**src/rtl/instr_fetch.sv**
```systemverilog
// rtl/instr_fetch.sv - fetch stage: PC, BRAM read port, 2-deep output buffer, redirect flush
// Optional MISALIGN_TRAP_EN: misaligned redirect raises sticky misalign_fault and halts fetch.
module instr_fetch #(
    parameter int          ADDR_WIDTH = 7,
    parameter logic [31:0] RESET_PC   = 32'h0
) (
    input  logic                  clock,
    input  logic                  reset_n,
    output logic                  mem_read_enable,
    output logic [ADDR_WIDTH-1:0] mem_addr,
    input  logic [31:0]           mem_data,
    input  logic                  redirect_valid,
    input  logic [31:0]           redirect_pc,
    output logic                  out_valid,
    input  logic                  out_ready,
`ifdef MISALIGN_TRAP_EN
    output logic                  misalign_fault,
`endif
    output logic [31:0]           out_instr,
    output logic [31:0]           out_pc
);

    logic [31:0] pc;
    logic [31:0] fetch_pc;
    logic        inflight;
    logic [31:0] inflight_pc;
    logic        skid_valid;
    logic [31:0] skid_instr;
    logic [31:0] skid_pc;
    logic [1:0]  occ;
    logic        consume;
    logic        resp;
    logic        halted;

    always_comb begin
        fetch_pc = redirect_valid ? (redirect_pc & ~32'd3) : pc;
        consume  = out_valid & out_ready;
        occ      = {1'b0, out_valid} + {1'b0, skid_valid} + {1'b0, inflight};
`ifdef MISALIGN_TRAP_EN
        halted   = misalign_fault | (redirect_valid & (redirect_pc[1:0] != 2'b00));
`else
        halted   = 1'b0;
`endif
        // A redirect flushes all storage, so its target may always issue.
        mem_read_enable = reset_n & ~halted
                        & (redirect_valid | ((occ - {1'b0, consume}) < 2'd2));
        mem_addr = fetch_pc[ADDR_WIDTH+1:2];
        // The response returning during a redirect belongs to the old stream.
        resp     = inflight & ~redirect_valid;
    end

    always_ff @(posedge clock or negedge reset_n) begin
        if (!reset_n) begin
            pc          <= RESET_PC;
            inflight    <= 1'b0;
            inflight_pc <= 32'h0;
            skid_valid  <= 1'b0;
            skid_instr  <= 32'h0;
            skid_pc     <= 32'h0;
            out_valid   <= 1'b0;
            out_instr   <= 32'h0;
            out_pc      <= 32'h0;
        end else begin
            if (mem_read_enable) begin
                pc <= fetch_pc + 32'd4;
            end
            inflight    <= mem_read_enable;
            inflight_pc <= fetch_pc;

            if (redirect_valid) begin
                out_valid  <= 1'b0;
                skid_valid <= 1'b0;
            end else if (!out_valid || consume) begin
                if (skid_valid) begin
                    out_valid  <= 1'b1;
                    out_instr  <= skid_instr;
                    out_pc     <= skid_pc;
                    skid_valid <= resp;
                    if (resp) begin
                        skid_instr <= mem_data;
                        skid_pc    <= inflight_pc;
                    end
                end else if (resp) begin
                    out_valid <= 1'b1;
                    out_instr <= mem_data;
                    out_pc    <= inflight_pc;
                end else begin
                    out_valid <= 1'b0;
                end
            end else if (resp) begin
                // Output is stalled; the issue rule guarantees the skid is free.
                skid_valid <= 1'b1;
                skid_instr <= mem_data;
                skid_pc    <= inflight_pc;
            end
        end
    end

`ifdef MISALIGN_TRAP_EN
    always_ff @(posedge clock or negedge reset_n) begin
        if (!reset_n) begin
            misalign_fault <= 1'b0;
        end else if (redirect_valid && (redirect_pc[1:0] != 2'b00)) begin
            misalign_fault <= 1'b1;
        end
    end
`endif

endmodule

```
**config.mk**
```make
export PLATFORM = sky130hd
export DESIGN_NAME = instr_fetch
export DESIGN_NICKNAME = d
export VERILOG_FILES = /design/src/rtl/instr_fetch.sv
export SDC_FILE = /design/constraint.sdc
export NUM_CORES = 1
export LEC_CHECK = 0
export CAP_MARGIN = 25
export CORE_UTILIZATION = 45
export CTS_CLUSTER_DIAMETER = 80
export DETAILED_ROUTE_END_ITERATION = 10
export GPL_ROUTABILITY_DRIVEN = 1
export PLACE_DENSITY = 0.69
export SYNTH_ARGS = -nofsm -noshare
export SYNTH_HDL_FRONTEND = slang
export SYNTH_SLANG_ARGS = --single-unit
```
**constraint.sdc**
```tcl
create_clock -name clock -period 5.5 [get_ports clock]
set_input_delay 1.65 -clock clock [delete_from_list [all_inputs] [get_ports clock]]
set_output_delay 1.65 -clock clock [all_outputs]
set_load 0.01 [all_outputs]
```
==> results.py <==
metrics = {
    "place": {
        "gp_congestion": 0.779,
        "io_buffers": 138,
        "place_area_mm2": 0.0102,
        "dp_hpwl_um": 12500,
    },
    "min_path": {
        "holdCritPathClass": "flop to flop",
        "min_delay_path_depth": 2,
        "hold_end": "pc[30]$_DFFE_PN0P_",
        "hold_path_startpoint": "pc[30]$_DFFE_PN0P_",
    },
    "run_status": {
        "outcome": "finished, final reports clean",
    },
    "synthesis": {
        "avgSynthCellArea_um2": 11.8,
        "async_flop_share_pct": 100,
        "synth_cell_types": 52,
        "synth-seq-cells": 195,
        "syn_area_mm2": 0.00866,
        "synth_warnings": 0,
        "synth_most_common_cell": "dfrtp_1",
        "synthesis.nets": 807,
        "postSynthCellCount": 736,
        "synth_area_leaders": "dfrtp_1 56%, mux2_2 12%, mux2i_1 7.9%",
        "seq_area_frac_synth_pct": 56.4,
        "yosys.area.top_type": "dfrtp_1",
        "synth_edf_count": 0,
        "synth_common_cells": "195 x dfrtp_1, 89 x mux2_2, 70 x a21oi_1, 70 x nor2_1, 68 x mux2i_1",
        "synth_top_area_share_pct": 56.4,
        "synthFlopType": "dfrtp_1",
    },
    "floorplanning": {
        "die_h_um": 141,
        "pin_count": 141,
        "die-width_um": 141,
        "rows": 50,
        "die_area_mm2": 0.0198,
        "coreArea_mm2": 0.0188,
        "start_util_pct": 46.1,
    },
    "timing": {
        "slew_violations": 0,
        "max_freq_ghz": 0.187,
        "max_slew_margin_pct": 41.9,
        "finalHoldViolations": 0,
        "finalSetupViolCount": 0,
        "worstMarginPinSlew_ns": 0.871,
        "fin_crit_sh_pct": 97.2,
        "rsz0062_at_grt": "no",
        "clock_skew_ns": 0.00846,
        "period_minus_slack_ns": 5.35,
    },
    "global_route": {
        "antenna_found_initial": 0,
        "grt_usage_pct": 19.4,
        "grt_pass1_wl_um": 30200,
        "grt-ovfl-total": 0,
        "grt_max_degree": 129,
        "grt_pass1_vias": 6035,
    },
    "cells_and_area": {
        "fin_nets": 924,
        "drive_above_1_share_pct": 16.7,
        "finalInstanceArea_mm2": 0.0108,
        "num_antenna_cells": 0,
        "multi_input_area_mm2": 0.00351,
        "seq_area_mm2": 0.00488,
        "fin_util_pct": 57.3,
        "fillers": 1553,
        "area_delta_synth_final_pct": 24.3,
    },
    "clock_network": {
        "cts_buffer_depth": 2,
        "cts.sinks": 195,
        "cts_buffers": 17,
        "cts_tree": "yes",
        "insertion_delay_ns": 0.43,
        "htreeDepth": 4,
        "clkSlewWorstSetupHoldPaths_ns": 0.07,
        "cts_root_buffer": "clkbuf_16",
    },
    "worst_setup_path": {
        "crit_fanout": 2,
        "cp_cell_sequence": "clkdlybuf4s50_1 > and2_1 > ha_1 > inv_1 > ha_1 > a21oi_1 > xor2_1 > buf_4 > o21ai_4 > inv_1 > dlygate4sd2_1",
        "critPathRequiredTime_ns": 3.85,
        "max_stage_delay_ns": 0.42,
        "slowest_stage": "clkdlybuf4s50_1",
        "path_delay_family": "buffers and inverters",
        "rr_endpoint": "pc[27]$_DFFE_PN0P_",
        "reg2reg_slack_ns": 2.76,
        "critPathBufInv": 5,
        "worstReg2RegStart": "skid_valid$_DFFE_PN0P_",
        "crit_path_end_kind": "output port",
        "r2r.worst_path.cells": 8,
        "critical_path_arrival_ns": 3.70,
        "setup.worst_path.start_class": "primary input",
        "crit_type": "primary input to output port",
    },
    "job": {
        "maxCapViolCount": 0,
    },
    "route": {
        "ant_nets": 0,
        "post_drt_wl_per_cell_um": 16.5,
        "dr_total_vias": 5917,
        "drc": 0,
        "routed_wl_um": 18200,
        "post_drt_via_cell_ratio": 5.38,
        "first_iter_violations": 298,
        "first_pass_iters": 6,
    },
    "power_and_ir_drop": {
        "p_leak_nw": 4.42,
        "power_density_mw_per_mm2": 386,
        "ir_drop_mv": 0.221,
    },
}
==> worst max path at each step <==
| stage | endpoint | slack (ns) | cells after the start | start |
|---|---|---|---|---|
| floorplan | mem_read_enable | 0.51 | 10 | out_ready |
| global placement | mem_read_enable | -0.10 | 11 | out_ready |
| detailed placement | mem_read_enable | -0.09 | 11 | out_ready |
| CTS | mem_read_enable | 0.15 | 11 | out_ready |
| global route | mem_read_enable | 0.01 | 11 | out_ready |
| finish | mem_read_enable | 0.15 | 11 | out_ready |
==> routing by layer <==
metal	part of all wire [%]	vias to the layer above	track usage, %
met5	0	-	0
met4	1.3	0	5.95
met3	4.3	16	4.48
met2	49	125	32.8
met1	45	2942	24.8
li1	-	2834	-
==> power by group <==
| group | internal, mW | switching, mW |
|---|---|---|
| clock network | 0.601 | 0.597 |
| logic | 0.542 | 0.412 |
| registers | 1.80 | 0.205 |
| total | 2.94 | 1.21 |
==> logic make-up (layout without fill, tap and decap cells) <==
family	Yosys count	after routing	share of synthesized area, %
and+or+nand+nor	185	185	10.7
xor gates and xnor gates	17	17	1.72
AOI/OAI and AO/OA	121	121	8.14
buffers and inverters	58	188	3.25
muxes	157	157	19.4
adders and majority gates	3	3	0.434
DFF	195	195	56.4
==> worst register-to-register path, stage by stage, from the launching register on <==
cell	delay (ns)
dfrtp_4	0.83
ha_1	0.35
a21oi_1	0.15
xor2_1	0.17
buf_4	0.16
o21ai_4	0.05
buf_4	0.30
or4_1	0.58
nand3_1	0.10
==> layout by cell type (no fill, tap or decap), types with 4 or more instances in the layout <==
| master | synthesis | routed |
|---|---|---|
| mux2_2 | 89 | 89 |
| nor2b_1 | 4 | 4 |
| and4b_1 | 4 | 4 |
| clkdlybuf4s50_1 | 0 | 135 |
| nor2_1 | 70 | 70 |
| dfrtp_1 | 195 | 194 |
| o21ai_1 | 6 | 6 |
| inv_1 | 6 | 6 |
| nand4_1 | 8 | 8 |
| and4_1 | 6 | 6 |
| buf_4 | 8 | 11 |
| clkbuf_16 | 0 | 17 |
| o21ai_0 | 16 | 15 |
| nand4b_1 | 4 | 4 |
| xnor2_1 | 6 | 6 |
| clkinvlp_4 | 0 | 4 |
| mux2i_1 | 68 | 68 |
| xor2_1 | 11 | 11 |
| nor3_1 | 5 | 4 |
| nand3_1 | 17 | 17 |
| a21oi_1 | 70 | 70 |
| o31ai_1 | 5 | 5 |
| nand3b_1 | 5 | 5 |
| nand2_1 | 46 | 46 |
| inv_8 | 0 | 4 |
==> stage by stage <==
step	setup TNS, ns	total power, mW	hold WS [ns]	instances	setup slack, ns
floorplan	0	2.52	0.445	736	0.508
global placement	-0.103	2.94	0.459	1068	-0.103
detailed placement	-0.0905	3.00	0.467	1068	-0.0905
CTS	0	4.20	0.483	1100	0.151
global route	0	4.38	0.515	1100	0.0104
finish	0	4.16	0.487	1100	0.154
==> state kept, by name, indices dropped and copies added, names as in the netlist <==
signal	flops
out_pc	32
skid_pc	32
inflight	1
out_instr	32
out_valid	1
pc	32
skid_valid	1
inflight_pc	32
skid_instr	32
==> what timing repair did <==
| action | 4_1_cts | 5_1_grt |
|---|---|---|
| setup endpoints to repair | 1 | 0 |
| gates resized for setup | 1 | 0 |
| hold buffers | 0 | 0 |
| buffers inserted | 0 | 0 |
==> final cells by class <==
type                       instances  area share, %
multi-input combinational        483           32.6
clock buffer                      17           3.95
sequential                       195           45.4
clock inverter                    15           1.34
inverter                           6          0.209
timing repair buffer             150           13.8
tap                              234           2.72
(Power assumes the default switching activity.)
